===== src/rtl/game_pkg.sv =====
// Shared game definitions for the meteor spawn scheduler: FSM state encoding,
// screen geometry and the spawn-position wrap helper.
package game_pkg;

  typedef enum logic [1:0] {
    IDLE  = 2'd0,
    WAIT  = 2'd1,
    PICK  = 2'd2,
    ISSUE = 2'd3
  } sched_state_t;

  localparam int SCREEN_W = 640;
  localparam int METEOR_W = 32;
  localparam int N_SLOTS  = 8;
  localparam int X_RANGE  = SCREEN_W - METEOR_W;

  localparam logic [15:0] LFSR_SEED = 16'hACE1;

  // Folds a 10-bit random value onto the legal meteor start range 0..X_RANGE-1.
  function automatic logic [9:0] wrap_x(input logic [9:0] raw);
    logic [9:0] lim;
    lim = 10'(X_RANGE);
    if (raw < lim) begin
      wrap_x = raw;
    end else begin
      wrap_x = raw - lim;
    end
  endfunction

endpackage


===== src/rtl/meteor_spawn_scheduler_lfsr16.sv =====
// 16-bit Fibonacci LFSR (taps 16,14,13,11) seeded with LFSR_SEED on reset.
module lfsr16
  import game_pkg::*;
(
  input  logic        Clk,
  input  logic        Reset,
  input  logic        enable,
  output logic [15:0] q
);

  logic [15:0] r_q;
  logic        w_fb;
  logic [15:0] w_next;

  assign w_fb = r_q[15] ^ r_q[13] ^ r_q[12] ^ r_q[10];

  // The all-zero lockup state is unreachable from a non-zero seed; reseed anyway if upset.
  always_comb begin
    w_next = {r_q[14:0], w_fb};
    if (w_next == 16'h0000) begin
      w_next = LFSR_SEED;
    end else begin
      w_next = {r_q[14:0], w_fb};
    end
  end

  // Shift register state.
  always_ff @(posedge Clk or posedge Reset) begin
    if (Reset) begin
      r_q <= LFSR_SEED;
    end else if (enable) begin
      r_q <= w_next;
    end else begin
      r_q <= r_q;
    end
  end

  assign q = r_q;

endmodule


===== src/rtl/meteor_spawn_scheduler.sv =====
// Meteor spawn scheduler: paces spawns by a level-dependent frame interval,
// picks the lowest free slot and hands a randomised spawn to the meteor datapath.
module meteor_spawn_scheduler #(
  parameter int N_SLOTS       = 8,
  parameter int LEVEL_FRAMES  = 600,
  parameter int BASE_INTERVAL = 60,
  parameter int INTERVAL_STEP = 5,
  parameter int MIN_INTERVAL  = 10,
  parameter int MAX_LEVEL     = 7
) (
  input  logic               Clk,
  input  logic               Reset,
  input  logic               game_active,
  input  logic               frame_tick,
  input  logic [N_SLOTS-1:0] slot_busy,
  input  logic               spawn_ready,
  output logic               spawn_valid,
  output logic [2:0]         spawn_slot,
  output logic [9:0]         spawn_x,
  output logic [2:0]         spawn_speed,
  output logic [2:0]         level,
  output logic [7:0]         dropped_cnt
);
  import game_pkg::*;

  localparam int LFW = (LEVEL_FRAMES > 1) ? $clog2(LEVEL_FRAMES) : 1;

  sched_state_t r_state;
  logic [7:0]     r_interval_cnt;
  logic [7:0]     r_interval;
  logic [LFW-1:0] r_level_frame_cnt;
  logic [2:0]     r_level;
  logic [7:0]     r_dropped;
  logic           r_spawn_valid;
  logic [2:0]     r_spawn_slot;
  logic [9:0]     r_spawn_x;
  logic [2:0]     r_spawn_speed;

  logic [15:0] w_lfsr;
  logic        w_level_wrap;
  logic [2:0]  w_level_nxt;
  logic [7:0]  w_step_total;
  logic [7:0]  w_cur_interval;
  logic [7:0]  w_interval_last;
  logic        w_free_found;
  logic [2:0]  w_free_idx;
  logic [3:0]  w_speed_sum;
  logic [2:0]  w_speed;

  lfsr16 u_lfsr (
    .Clk    (Clk),
    .Reset  (Reset),
    .enable (1'b1),
    .q      (w_lfsr)
  );

  // Level tick and the level that will hold after this edge.
  always_comb begin
    w_level_wrap = (r_state != IDLE) && frame_tick &&
                   (r_level_frame_cnt == LFW'(LEVEL_FRAMES - 1));
    if (w_level_wrap && (r_level != 3'(MAX_LEVEL))) begin
      w_level_nxt = r_level + 3'd1;
    end else begin
      w_level_nxt = r_level;
    end
  end

  // Interval for the WAIT period about to start, derived from the post-edge level.
  always_comb begin
    w_step_total = 8'(w_level_nxt) * 8'(INTERVAL_STEP);
    if (w_step_total >= 8'(BASE_INTERVAL)) begin
      w_cur_interval = 8'(MIN_INTERVAL);
    end else if ((8'(BASE_INTERVAL) - w_step_total) < 8'(MIN_INTERVAL)) begin
      w_cur_interval = 8'(MIN_INTERVAL);
    end else begin
      w_cur_interval = 8'(BASE_INTERVAL) - w_step_total;
    end
    if (w_cur_interval == 8'd0) begin
      w_cur_interval = 8'd1;
    end else begin
      w_cur_interval = w_cur_interval;
    end
  end

  // Terminal count of the latched interval.
  always_comb begin
    if (r_interval == 8'd0) begin
      w_interval_last = 8'd0;
    end else begin
      w_interval_last = r_interval - 8'd1;
    end
  end

  // Lowest-index free slot; scanning downwards lets the lowest index win.
  always_comb begin
    w_free_found = 1'b0;
    w_free_idx   = 3'd0;
    for (int i = N_SLOTS - 1; i >= 0; i--) begin
      if (!slot_busy[i]) begin
        w_free_found = 1'b1;
        w_free_idx   = 3'(i);
      end else begin
        w_free_found = w_free_found;
      end
    end
  end

  // Fall speed grows with level plus one random bit, clamped to the datapath max.
  always_comb begin
    w_speed_sum = 4'd1 + {1'b0, r_level} + {3'd0, w_lfsr[10]};
    if (w_speed_sum > 4'd7) begin
      w_speed = 3'd7;
    end else begin
      w_speed = w_speed_sum[2:0];
    end
  end

  // Scheduler FSM with level/interval counters and registered spawn outputs.
  always_ff @(posedge Clk or posedge Reset) begin
    if (Reset) begin
      r_state           <= IDLE;
      r_interval_cnt    <= 8'd0;
      r_interval        <= 8'd0;
      r_level_frame_cnt <= '0;
      r_level           <= 3'd0;
      r_dropped         <= 8'd0;
      r_spawn_valid     <= 1'b0;
      r_spawn_slot      <= 3'd0;
      r_spawn_x         <= 10'd0;
      r_spawn_speed     <= 3'd0;
    end else if ((r_state != IDLE) && !game_active) begin
      r_state           <= IDLE;
      r_interval_cnt    <= 8'd0;
      r_interval        <= 8'd0;
      r_level_frame_cnt <= '0;
      r_level           <= 3'd0;
      r_spawn_valid     <= 1'b0;
      r_spawn_slot      <= 3'd0;
      r_spawn_x         <= 10'd0;
      r_spawn_speed     <= 3'd0;
    end else begin
      if ((r_state != IDLE) && frame_tick) begin
        r_level_frame_cnt <= w_level_wrap ? '0 : r_level_frame_cnt + LFW'(1);
        r_level           <= w_level_nxt;
      end else begin
        r_level_frame_cnt <= r_level_frame_cnt;
        r_level           <= r_level;
      end

      case (r_state)
        IDLE: begin
          r_interval_cnt    <= 8'd0;
          r_level_frame_cnt <= '0;
          r_level           <= 3'd0;
          r_spawn_valid     <= 1'b0;
          r_spawn_slot      <= 3'd0;
          r_spawn_x         <= 10'd0;
          r_spawn_speed     <= 3'd0;
          if (game_active) begin
            r_state    <= WAIT;
            r_interval <= w_cur_interval;
          end else begin
            r_state    <= IDLE;
            r_interval <= 8'd0;
          end
        end
        WAIT: begin
          if (frame_tick && (r_interval_cnt == w_interval_last)) begin
            r_interval_cnt <= 8'd0;
            r_state        <= PICK;
          end else if (frame_tick) begin
            r_interval_cnt <= r_interval_cnt + 8'd1;
          end else begin
            r_interval_cnt <= r_interval_cnt;
          end
        end
        PICK: begin
          r_interval_cnt <= 8'd0;
          if (w_free_found) begin
            r_spawn_valid <= 1'b1;
            r_spawn_slot  <= w_free_idx;
            r_spawn_x     <= wrap_x(w_lfsr[9:0]);
            r_spawn_speed <= w_speed;
            r_state       <= ISSUE;
          end else begin
            r_dropped  <= (r_dropped == 8'hFF) ? 8'hFF : r_dropped + 8'd1;
            r_interval <= w_cur_interval;
            r_state    <= WAIT;
          end
        end
        ISSUE: begin
          if (r_spawn_valid && spawn_ready) begin
            r_spawn_valid  <= 1'b0;
            r_interval_cnt <= 8'd0;
            r_interval     <= w_cur_interval;
            r_state        <= WAIT;
          end else begin
            r_spawn_valid <= r_spawn_valid;
            r_state       <= ISSUE;
          end
        end
        default: begin
          r_state       <= IDLE;
          r_spawn_valid <= 1'b0;
        end
      endcase
    end
  end

  assign spawn_valid = r_spawn_valid;
  assign spawn_slot  = r_spawn_slot;
  assign spawn_x     = r_spawn_x;
  assign spawn_speed = r_spawn_speed;
  assign level       = r_level;
  assign dropped_cnt = r_dropped;

endmodule

===== config.mk =====
export PLATFORM = sky130hd
export DESIGN_NAME = meteor_spawn_scheduler
export DESIGN_NICKNAME = d
export VERILOG_FILES = /design/src/rtl/game_pkg.sv /design/src/rtl/meteor_spawn_scheduler_lfsr16.sv /design/src/rtl/meteor_spawn_scheduler.sv
export SDC_FILE = /design/constraint.sdc
export NUM_CORES = 1
export LEC_CHECK = 0
export BUFFER_PORTS_ARGS = -buffer_cell sky130_fd_sc_hd__buf_2
export CAP_MARGIN = 20
export CORE_UTILIZATION = 53
export DETAILED_ROUTE_END_ITERATION = 10
export PLACE_DENSITY = 0.74
export SETUP_SLACK_MARGIN = 0.15
export SLEW_MARGIN = 20
export SYNTH_ARGS = -nofsm -noshare
export SYNTH_HDL_FRONTEND = slang
export SYNTH_SLANG_ARGS = --single-unit

===== constraint.sdc =====
create_clock -name Clk -period 3.5 [get_ports Clk]
set_clock_uncertainty 0.15 [all_clocks]
set_input_delay 0.525 -clock Clk [delete_from_list [all_inputs] [get_ports Clk]]
set_output_delay 0.525 -clock Clk [all_outputs]
set_load 0.005 [all_outputs]

==> impl_metrics.py, run 1 <==
metrics = {
    "status": {
        "status": "finished, final reports clean",
    },
    "global_route": {
        "track_usage_pct": 23.12,
        "overflow": 0,
        "antenna_found_initial": 0,
        "grt_pass1_wl_um": 13480,
        "grt_pass1_vias": 2898,
        "grt_start_max_net_pins": 37,
    },
    "place": {
        "port_buffers": 40,
        "gp_congestion": 0.8425,
        "dp.cells": 519,
        "hpwl_um": 5969,
    },
    "timing": {
        "fin_crit_sh_pct": 94.62,
        "fmax_ghz": 0.3020,
        "rsz0062_at_grt": "true",
        "max-slew-margin-rel_pct": 50.50,
        "fin_hold_ws_ps": 144.1,
        "setup_violations": 0,
        "fin_tns_setup_ps": 0,
        "finalCriticalPeriod_ps": 3312,
        "tightest_slew_ps": 741.4,
        "maxSlewViolCount": 0,
        "hold_viol_final": 0,
    },
    "clocking": {
        "insertion_delay_ps": 350,
        "cts_root_buffer": "clkbuf_8",
        "clock_tree.buffer_depth": 2,
        "clock_sinks": 71,
        "clk_pin_slew_ps": 80,
        "cts_made_buffers": 9,
        "cts_tree": "yes",
        "postCtsHoldBufs": 0,
        "htree_levels": 3,
    },
    "detailed_routing": {
        "wl_met2_um": 3939,
        "drt-pass1-iter-count": 4,
        "vias": 3007,
        "drt-initial-drc-count": 105,
        "via_per_inst": 5.569,
        "remaining_drc_errors": 0,
        "wire_per_inst_um": 14.97,
        "met1_length_um": 3788,
        "highest_layer": "met4",
        "dr_wl_met3_um": 272,
        "ant_nets": 0,
        "routed_wl_um": 8084,
    },
    "finish": {
        "insertedDiodeCount": 0,
        "syn_to_final_growth_pct": 16.98,
        "fin_nets": 467,
        "drive_gt1_share_pct": 25.00,
        "fillers": 578,
        "fin_cells": 540,
    },
    "critical_path": {
        "required_ps": 3630,
        "crit_chain": "nor4b_4 -> o2111ai_2 -> nor4b_4 -> buf_4 -> xnor2_4 -> inv_2 -> ha_4 -> ha_4 -> ha_4 -> and3_4 -> or3_4 -> a211o_1 -> a21oi_2",
        "critPathKind": "flip-flop to flip-flop",
        "cp_slowest_cell": "dfrtp_1",
        "cp.arrival_ps": 3440,
        "crit_fanout": 3,
        "endpoint_kind": "flip-flop",
        "r2r_cells": 13,
        "regToRegStartpoint": "r_level_frame_cnt[8]$_DFFE_PP0P_",
        "start_kind": "flip-flop",
        "cpMostUsedCell": "ha_4",
        "critPathMaxStageDelay_ps": 420,
        "r2r-end": "r_interval[1]$_DFFE_PP0P_",
        "rrSetupSlack_ps": 190,
    },
    "yosys": {
        "syn_nets": 417,
        "synth.distinct_cells": 63,
        "syn_inst": 389,
        "syn-cell-area_um2": 3847,
        "synth-seq-cells": 71,
        "async_reset_ff_share_pct": 100.0,
        "synth_flop_cell": "dfrtp_1",
        "synth.avg_cell_area_um2": 9.891,
        "synth_edf_count": 0,
        "yosys_warnings": 0,
        "yosysSeqAreaShare_pct": 46.44,
    },
    "floorplan": {
        "coreArea_um2": 6907,
        "io_pins": 41,
        "placementRows": 30,
        "die_h_um": 87.20,
        "die_w_um": 87.20,
        "start_util_pct": 55.71,
        "dieArea_um2": 7604,
    },
    "pwr": {
        "finalPower_w": 0.001611,
        "vdd_drop_max_mv": 0.2554,
        "p_leak_nw": 2.095,
        "p_per_area_nw_per_um2": 358.1,
    },
    "run": {
        "maxCapViolCount": 0,
    },
    "worst_hold_path": {
        "worst_hold_path_type": "input port to asynchronous set/reset pin",
    },
}
==> report_power, final <==
| group | switching, W | internal [W] | leakage (nW) |
|---|---|---|---|
| clock network | 0.000325 | 0.000278 | 0.0849 |
| registers | 0.0000203 | 0.000834 | 0.914 |
| logic | 0.0000904 | 0.0000637 | 1.10 |
==> per-stage QoR <==
step	cell area, µm²	utilization [%]	worst slack (ps)
after detailed placement	4222	61.12	28.51
after global routing	4501	65.16	20.86
after CTS	4457	64.53	168.3
final	4501	65.16	188.5
after floorplan	3890	-	159.8
after global placement	4222	61.12	119.4
==> worst max-delay path by stage <==
stage,end,depth (start not counted),slack (ps),startpoint
after global placement,r_interval[1]$_DFFE_PP0P_,12,120,r_level_frame_cnt[5]$_DFFE_PP0P_
after CTS,r_interval[1]$_DFFE_PP0P_,13,170,r_level_frame_cnt[5]$_DFFE_PP0P_
after detailed placement,r_interval[1]$_DFFE_PP0P_,12,30,r_level_frame_cnt[5]$_DFFE_PP0P_
after floorplan,r_interval[1]$_DFFE_PP0P_,12,160,r_level_frame_cnt[5]$_DFFE_PP0P_
after global routing,r_interval[1]$_DFFE_PP0P_,13,20,r_level_frame_cnt[8]$_DFFE_PP0P_
final,r_interval[1]$_DFFE_PP0P_,13,190,r_level_frame_cnt[8]$_DFFE_PP0P_
==> flip-flops by register name, indices dropped and copies added, names as in the netlist <==
signal / flops
u_lfsr.q: 16
r_level_frame_cnt: 10
spawn_x: 10
dropped_cnt: 8
r_interval_cnt: 8
r_interval: 7
level: 3
spawn_slot: 3
spawn_speed: 3
r_state: 2
spawn_valid: 1
==> area by class of cell <==
class / instances / area (µm²) / share of cell area, %
multi-input cells: 276 / 1984 / 44.09
flip-flops and latches: 71 / 1788 / 39.73
repair buffers: 59 / 342.8 / 7.617
clock buffers: 10 / 137.6 / 3.058
well taps: 96 / 120.1 / 2.669
inverters: 22 / 82.58 / 1.835
clock inverters: 6 / 45.04 / 1.001
==> placed cells by master, fill, tap and decap left out, types with 3 or more instances in the layout <==
cell	count
nor3_1	10
clkbuf_8	10
nand3_1	19
nor4_1	3
a22o_1	11
o21ai_0	9
a221o_1	3
nor2_1	35
mux2_2	3
a21oi_1	15
a31oi_1	7
dfrtp_1	62
mux2i_1	6
xor2_1	13
nand4_1	7
clkinvlp_4	3
ha_1	12
a32o_1	3
nand3b_1	3
inv_1	20
nor3b_1	3
and3_1	5
buf_4	19
ha_4	3
nand2_1	34
nand2b_1	10
buf_2	40
xnor2_1	11
dfstp_2	8
==> cells in the mapped netlist (4+ instances only) <==
cell,number,area (µm²)
mux2i_1,7,70.07
nor2_1,35,131.4
clkbuf_1,15,56.30
nand3_1,19,95.09
a21oi_1,16,80.08
nand2b_1,10,62.56
mux2_2,4,45.04
xor2_1,13,113.9
ha_1,15,187.7
inv_1,22,82.58
xnor2_1,12,105.1
nand4_1,7,43.79
dfrtp_1,63,1577
a22o_1,11,96.34
nor3_1,10,50.05
a31oi_1,7,43.79
nand2_1,35,131.4
o21ai_0,10,50.05
dfstp_2,8,210.2
and3_1,6,37.54
==> critical path, delay by kind of cell (launching register included) <==
kind / cells / cell delay (ps)
compound gates: 3 / 580
simple gates: 4 / 1170
flops: 1 / 420
xor+xnor: 1 / 110
buf+inv: 2 / 260
fa+ha+maj: 3 / 540
==> cells by family (layout without fill, tap and decap cells) <==
logic type	after synthesis	after routing	share of synthesized area, %
adders and majority gates	15	15	4.878
DFF	71	71	46.44
and+or+nand+nor	152	152	21.46
buffers and inverters	42	97	4.585
muxes	12	12	3.285
AOI/OAI and AO/OA	72	72	13.66
xor gates and xnor gates	25	25	5.691
==> repair_timing <==
action	in CTS	in global routing
endpoints found under the setup margin	3	3
pin swaps	5	6
gates resized for setup	4	8
setup buffers	4	1
==> metal layers <==
metal | vias up | GRT usage [%]
met5 | - | 0
li1 | 1486 | -
met1 | 1462 | 31.38
met4 | 0 | 6.557
met3 | 10 | 5.213
met2 | 49 | 37.37
Power figures use the tool's default switching activity.
==> run 2: changes to the inputs <==
--- a/config.mk
+++ b/config.mk
@@ -14,4 +14,5 @@
 export SLEW_MARGIN = 20
 export SYNTH_ARGS = -nofsm -noshare
 export SYNTH_HDL_FRONTEND = slang
+export SYNTH_HIERARCHICAL = 1
 export SYNTH_SLANG_ARGS = --single-unit
==> run 2 against run 1 <==
Net effect:
- sequential power rose by 22%
- fmax rose by 1.8%
- clock power rose by 13%
- design area rose by 3.5%
- non-clock buffer count rose by 1
- utilization fell by 0.58 points
- die area rose by 2.3%
- clock-buffer cell count did not move
- critical path depth did not move
- sequential share of layout area fell by 1.4 points
- synthesized area rose by 2.4%
- largest cell class unchanged
- highest routed layer unchanged
==> impl_metrics.py, run 2 <==
metrics = {
    "global_route": {
        "overflow": 0,
        "track_usage_pct": 22.97,
        "antenna_found_initial": 0,
        "gr-usage-met1_pct": 29.87,
        "grt_start_max_net_pins": 39,
        "grt_pass1_vias": 2950,
        "met2_usage_pct": 37.41,
        "grt_pass1_wl_um": 13610,
        "grt_most_used_layer": "met2",
        "grtUsageMet3_pct": 6.315,
    },
    "timing": {
        "fmax_ghz": 0.3074,
        "maxSlewViolCount": 0,
        "rsz0062_at_grt": "true",
        "fin_tns_setup_ps": 0,
        "fin_crit_sh_pct": 92.96,
        "finalCriticalPeriod_ps": 3253,
        "max-slew-margin-rel_pct": 44.87,
        "setup_violations": 0,
        "tightest_slew_ps": 824.0,
        "hold_viol_final": 0,
    },
    "critical_path": {
        "endpoint_kind": "flip-flop",
        "critPathKind": "flip-flop to flip-flop",
        "worstSetupEndpoint": "r_interval[1]$_DFFE_PP0P_",
        "r2r_cells": 13,
        "r2r-end": "r_interval[1]$_DFFE_PP0P_",
        "setup.worst_path.start": "r_level_frame_cnt[5]$_DFFE_PP0P_",
        "start_kind": "flip-flop",
        "path_depth": 13,
        "path_delay_family": "simple AND/OR/NAND/NOR gates",
        "cp.arrival_ps": 3390,
        "crit_fanout": 4,
        "cp_num_buf_inv": 2,
        "required_ps": 3640,
        "critPathMaxStageDelay_ps": 570,
        "cp_slowest_cell": "or4bb_4",
        "crit_chain": "or4bb_4 -> nor4_4 -> buf_4 -> mux2i_1 -> inv_1 -> ha_4 -> nand2_4 -> nor2_4 -> xor2_2 -> nand3_2 -> a21oi_2 -> a211oi_2 -> o21ai_1",
        "rrSetupSlack_ps": 250,
        "regToRegStartpoint": "r_level_frame_cnt[5]$_DFFE_PP0P_",
    },
    "pwr": {
        "p_leak_nw": 2.158,
        "combPwrFrac_pct": 15.7,
        "netSwitchingFraction_pct": 28.71,
        "power.internal_w": 0.001452,
        "vdd_drop_max_mv": 0.3855,
        "p_switching_w": 0.0005848,
        "power_frac_seq_pct": 50.9,
        "p_clk_share_pct": 33.4,
        "p_per_area_nw_per_um2": 437.2,
        "finalPower_w": 0.002037,
    },
    "detailed_routing": {
        "drt-pass1-iter-count": 4,
        "via_per_inst": 5.670,
        "remaining_drc_errors": 0,
        "wire_per_inst_um": 14.64,
        "drt-initial-drc-count": 118,
        "ant_nets": 0,
        "routed_wl_um": 8127,
        "vias": 3147,
    },
    "floorplan": {
        "die_h_um": 88.21,
        "die_w_um": 88.21,
        "start_util_pct": 54.60,
        "coreArea_um2": 7214,
        "placementRows": 31,
        "io_pins": 41,
        "dieArea_um2": 7780,
    },
    "status": {
        "status": "finished, final reports clean",
    },
    "worst_hold_path": {
        "worst_hold_path_type": "input port to flip-flop",
    },
    "yosys": {
        "syn_nets": 417,
        "synth_edf_count": 0,
        "async_reset_ff_share_pct": 100.0,
        "synth_flop_cell": "dfrtp_1",
        "synth.most_common_cell": "dfrtp_1",
        "yosysSeqAreaShare_pct": 45.36,
        "synth_area_leader_cell": "dfrtp_1",
        "synth.distinct_cells": 62,
        "yosys_warnings": 6,
        "ys_top_cells_by_count": "63 x dfrtp_1, 47 x nand2_1, 24 x nor2_1",
        "netlist.area_leader.share_pct": 40.03,
        "synth_area_leaders": "dfrtp_1 40%, dfstp_2 5.3%, nand2_1 4.5%",
        "syn-cell-area_um2": 3939,
        "syn_inst": 390,
        "synth-seq-cells": 71,
        "synth.avg_cell_area_um2": 10.10,
    },
    "finish": {
        "fillers": 588,
        "layout.cells.most_common_list": "63 x dfrtp_1, 46 x nand2_1, 40 x buf_2",
        "fin_nets": 478,
        "insertedDiodeCount": 0,
        "syn_to_final_growth_pct": 18.30,
        "multi_input_area_um2": 2120,
        "final_common_cell": "dfrtp_1",
        "regArea_um2": 1787,
        "drive_gt1_share_pct": 28.07,
        "final_core_util_pct": 64.59,
        "largest_reg_flops": 16,
    },
    "place": {
        "port_buffers": 40,
        "gp_congestion": 0.8313,
        "hpwl_um": 5737,
    },
    "clocking": {
        "clock_sinks": 71,
        "htree_levels": 3,
        "clk_pin_slew_ps": 80,
        "cts_root_buffer": "clkbuf_8",
        "cts_tree": "yes",
        "clock_tree.buffer_depth": 2,
        "cts_made_buffers": 9,
        "insertion_delay_ps": 360,
    },
    "run": {
        "maxCapViolCount": 0,
    },
}
## run 2: worst register-to-register path, cell delays in order (launching register included)
cell and delay, ps:
dfrtp_1 410, or4bb_4 570, nor4_4 380, buf_4 190, mux2i_1 240, inv_1 100, ha_4 300, nand2_4 60
nor2_4 120, xor2_2 190, nand3_2 130, a21oi_2 140, a211oi_2 80, o21ai_1 130
## run 2: area by class of cell
cell class	count	area share [%]
inverter	19	1.531
tap	99	2.658
sequential	71	38.35
timing repair buffer	60	7.572
clock buffer	10	2.954
multi-input combinational	290	45.49
clock inverter	6	1.450
## run 2: metal layers
layer | up-vias | wire, µm
met2 | 43 | 4015
li1 | 1550 | -
met4 | 0 | 100
met1 | 1540 | 3743
met5 | - | 0
met3 | 14 | 267
## run 2: power groups by stage
stage	Clock, W	Sequential [W]	Combinational [W]
6_report	0.000680	0.00104	0.000320
5_1_grt	0.000730	0.00106	0.000361
4_1_cts	0.000700	0.00104	0.000324
3_5_place_dp	0	0.00105	0.000321
3_3_place_gp	0	0.00105	0.000313
2_1_floorplan	0	0.00102	0.000256
## run 2: timing repair
| item | CTS | global route |
|---|---|---|
| endpoints found under the setup margin | 1 | 4 |
| gates resized for setup | 0 | 11 |
| buffers inserted | 0 | 7 |
| endpoints found under the hold margin | 5 | 0 |
| pin swaps | 1 | 10 |
| hold buffers | 1 | 0 |
## run 2: how the worst min path moves through the flow
stage                                       to  slack, ps                  startpoint  cells past startpoint
floorplan             u_lfsr/q[12]$_DFFE_PP0P_        280                       Reset                      1
global placement    spawn_speed[1]$_DFFE_PP0P_        300  spawn_speed[1]$_DFFE_PP0P_                      2
detailed placement  spawn_speed[1]$_DFFE_PP0P_        310  spawn_speed[1]$_DFFE_PP0P_                      2
CTS                  spawn_slot[1]$_DFFE_PP0P_        250                slot_busy[0]                      3
global route         spawn_slot[1]$_DFFE_PP0P_        280                slot_busy[0]                      3
finish               spawn_slot[1]$_DFFE_PP0P_        270                slot_busy[0]                      3
## run 2: logic make-up (layout without fill, tap and decap cells)
family                   count (synthesis)  in the layout  share of synthesized area [%]
AND/OR/NAND/NOR                        148            148                          19.82
flip-flops                              71             71                          45.36
buffers and inverters                   29             95                          3.240
adder cells (fa/ha/maj)                 14             14                          4.447
other                                    1              1                        0.09521
multiplexers                            14             14                          3.907
XOR/XNOR                                25             25                          5.908
AO/OA/AOI/OAI                           88             88                          17.22
## run 2: stage by stage
| stage | setup WS, ps | cell area (µm²) | hold WS (ps) | instances |
|---|---|---|---|---|
| after floorplan | 160.5 | 3983 | 283.0 | 390 |
| after global placement | 133.7 | 4340 | 301.6 | 531 |
| after detailed placement | 51.93 | 4340 | 308.2 | 531 |
| after CTS | 173.2 | 4556 | 253.6 | 548 |
| after global routing | 90.74 | 4659 | 277.6 | 555 |
| final | 246.6 | 4659 | 266.0 | 555 |
==> run 3: changes to the inputs <==
--- a/config.mk
+++ b/config.mk
@@ -7,12 +7,12 @@
 export LEC_CHECK = 0
 export BUFFER_PORTS_ARGS = -buffer_cell sky130_fd_sc_hd__buf_2
 export CAP_MARGIN = 20
-export CORE_UTILIZATION = 53
+export CORE_UTILIZATION = 55
+export CTS_BUF_LIST = sky130_fd_sc_hd__clkbuf_4
 export DETAILED_ROUTE_END_ITERATION = 10
-export PLACE_DENSITY = 0.74
+export PLACE_DENSITY = 0.76
 export SETUP_SLACK_MARGIN = 0.15
 export SLEW_MARGIN = 20
 export SYNTH_ARGS = -nofsm -noshare
 export SYNTH_HDL_FRONTEND = slang
-export SYNTH_HIERARCHICAL = 1
 export SYNTH_SLANG_ARGS = --single-unit
==> run 3 against run 2 <==
Net effect:
- clock-buffer cell count up 1
- sequential cell count unchanged
- critical path type unchanged
- sequential share of layout area up 1.5 points
- worst hold slack worse by 43 ps
- setup slack worse by 29 ps
- utilization up 1.4 points
- largest power group unchanged
- total power down 21%
==> impl_metrics.py, run 3 (synthesized netlist as in run 1, its figures left out) <==
metrics = {
    "global_route": {
        "antenna_found_initial": 0,
        "grt_pass1_vias": 3003,
        "grt_pass1_wl_um": 13990,
        "track_usage_pct": 24.60,
        "grt_start_max_net_pins": 43,
        "overflow": 0,
    },
    "finish": {
        "insertedDiodeCount": 0,
        "fin_nets": 470,
        "drive_gt1_share_pct": 24.83,
        "syn_to_final_growth_pct": 16.52,
        "largest_reg_flops": 16,
        "final_common_cell": "dfrtp_1",
        "layout.cells.most_common_list": "62 x dfrtp_1, 40 x buf_2, 35 x nor2_1",
    },
    "timing": {
        "rsz0062_at_grt": "true",
        "max-slew-margin-rel_pct": 52.72,
        "fin_tns_setup_ps": 0,
        "hold_viol_final": 0,
        "setup_violations": 0,
        "finalCriticalPeriod_ps": 3282,
        "tightest_slew_ps": 708.9,
        "maxSlewViolCount": 0,
        "fin_hold_ws_ps": 222.8,
        "fmax_ghz": 0.3047,
        "fin_crit_sh_pct": 93.77,
    },
    "critical_path": {
        "critPathKind": "flip-flop to flip-flop",
        "crit_chain": "nor4b_4 -> o2111ai_2 -> nor4b_4 -> mux2_4 -> ha_4 -> ha_4 -> ha_4 -> and3_1 -> or3_4 -> a211o_1 -> a21oi_2",
        "endpoint_kind": "flip-flop",
        "start_kind": "flip-flop",
        "critPathMaxStageDelay_ps": 430,
        "crit_fanout": 3,
        "cp.arrival_ps": 3490,
        "cpMostUsedCell": "ha_4",
        "cp_slowest_cell": "dfrtp_1",
        "required_ps": 3710,
    },
    "detailed_routing": {
        "wire_per_inst_um": 15.32,
        "ant_nets": 0,
        "via_per_inst": 5.667,
        "drt-initial-drc-count": 206,
        "vias": 3077,
        "drt-pass1-iter-count": 4,
        "routed_wl_um": 8317,
        "remaining_drc_errors": 0,
    },
    "floorplan": {
        "die_w_um": 85.64,
        "die_h_um": 85.64,
        "start_util_pct": 56.63,
        "coreArea_um2": 6794,
        "placementRows": 30,
        "dieArea_um2": 7334,
        "io_pins": 41,
    },
    "clocking": {
        "cts_made_buffers": 9,
        "clock_sinks": 71,
        "cts_tree": "yes",
        "clk_pin_slew_ps": 110,
        "clock_tree.buffer_depth": 2,
        "insertion_delay_ps": 430,
        "cts_root_buffer": "clkbuf_4",
        "htree_levels": 3,
    },
    "run": {
        "maxCapViolCount": 0,
    },
    "pwr": {
        "p_leak_nw": 2.101,
        "p_per_area_nw_per_um2": 359.8,
        "vdd_drop_max_mv": 0.3328,
    },
    "place": {
        "hpwl_um": 5841,
        "gp_congestion": 0.8995,
        "port_buffers": 40,
    },
    "status": {
        "status": "finished, final reports clean",
    },
    "worst_hold_path": {
        "worst_hold_path_type": "input port to flip-flop",
    },
}
-- run 3: cell count changes in the layout (fill, tap and decap cells not counted), moves of 4 or more --
cell      change
nand2_1      -12
nor2_1       +12
clkbuf_4     +11
clkbuf_8     -10
o21ai_0       -9
o22a_1        -8
mux2_2        -7
nand2b_1      +7
nand3_1       +6
a21o_1        -5
a21oi_1       +4
mux2i_1       +4
or3_1         -4
-- run 3: area by class of cell --
type	instances	area (µm²)
Sequential cell	71	1788
Multi-Input combinational cell	276	1959
Clock buffer	11	82.58
Inverter	22	82.58
Clock inverter	5	82.58
Tap cell	96	120.1
Fill cell	547	2311
Timing Repair Buffer	62	367.9
-- run 3: path summary, 6_finish.rpt --
| kind | startpoint | to | slack, ps | cells after the start |
|---|---|---|---|---|
| worst max-delay path | r_level_frame_cnt[8]$_DFFE_PP0P_ | r_interval[1]$_DFFE_PP0P_ | 220 | 11 |
| max in group asynchronous | Reset | r_level_frame_cnt[5]$_DFFE_PP0P_ | 2030 | 4 |
| min in group asynchronous | Reset | dropped_cnt[6]$_DFFE_PP0P_ | 380 | 3 |
| worst min register to register | u_lfsr.q[7]$_DFF_PP1_ | u_lfsr.q[8]$_DFF_PP0_ | 260 | 0 |
| worst max register to register | r_level_frame_cnt[8]$_DFFE_PP0P_ | r_interval[1]$_DFFE_PP0P_ | 220 | 11 |
| worst min-delay path | slot_busy[1] | spawn_slot[1]$_DFFE_PP0P_ | 220 | 2 |
-- run 3: metal layers --
layer  wire length (µm)  global-route usage (%)  vias up
met4                197                   9.545        0
met1               3811                   31.94     1503
met3                379                   6.641       19
met5                  0                       0        -
met2               3928                   39.56       70
li1                   -                       -     1485
-- run 3: timing repair --
item | CTS | global route
endpoints found under the hold margin | 7 | 0
setup buffers | 5 | 1
pin swaps | 5 | 3
hold buffers | 1 | 0
endpoints found under the setup margin | 3 | 3
resized for setup | 6 | 1
-- run 3: worst max-delay path, delay by kind of cell, from the launching register on --
family | cells | cell delay [ps]
adder cells (fa/ha/maj) | 3 | 550
flip-flops | 1 | 430
multiplexers | 1 | 360
AO/OA/AOI/OAI | 3 | 560
AND/OR/NAND/NOR | 4 | 1170
-- run 3: report_power, final --
part / switching (W) / leakage, nW / internal, W
registers: 0.0000206 / 0.914 / 0.000834
clock network: 0.000295 / 0.0910 / 0.000307
logic: 0.0000919 / 1.10 / 0.0000645
total: 0.000407 / 2.10 / 0.00121
-- run 3: through the flow --
| step | instance area, µm² | instances | power (W) | setup slack, ps | util, % |
|---|---|---|---|---|---|
| 2_1_floorplan | 3890 | 389 | 0.0009778 | 159.8 | - |
| 3_3_place_gp | 4222 | 519 | 0.001018 | 173.2 | 62.14 |
| 3_5_place_dp | 4222 | 519 | 0.001024 | 24.54 | 62.14 |
| 4_1_cts | 4468 | 541 | 0.001626 | 143.1 | 65.76 |
| 5_1_grt | 4483 | 543 | 0.001681 | 88.67 | 65.99 |
| 6_report | 4483 | 543 | 0.001613 | 217.9 | 65.99 |
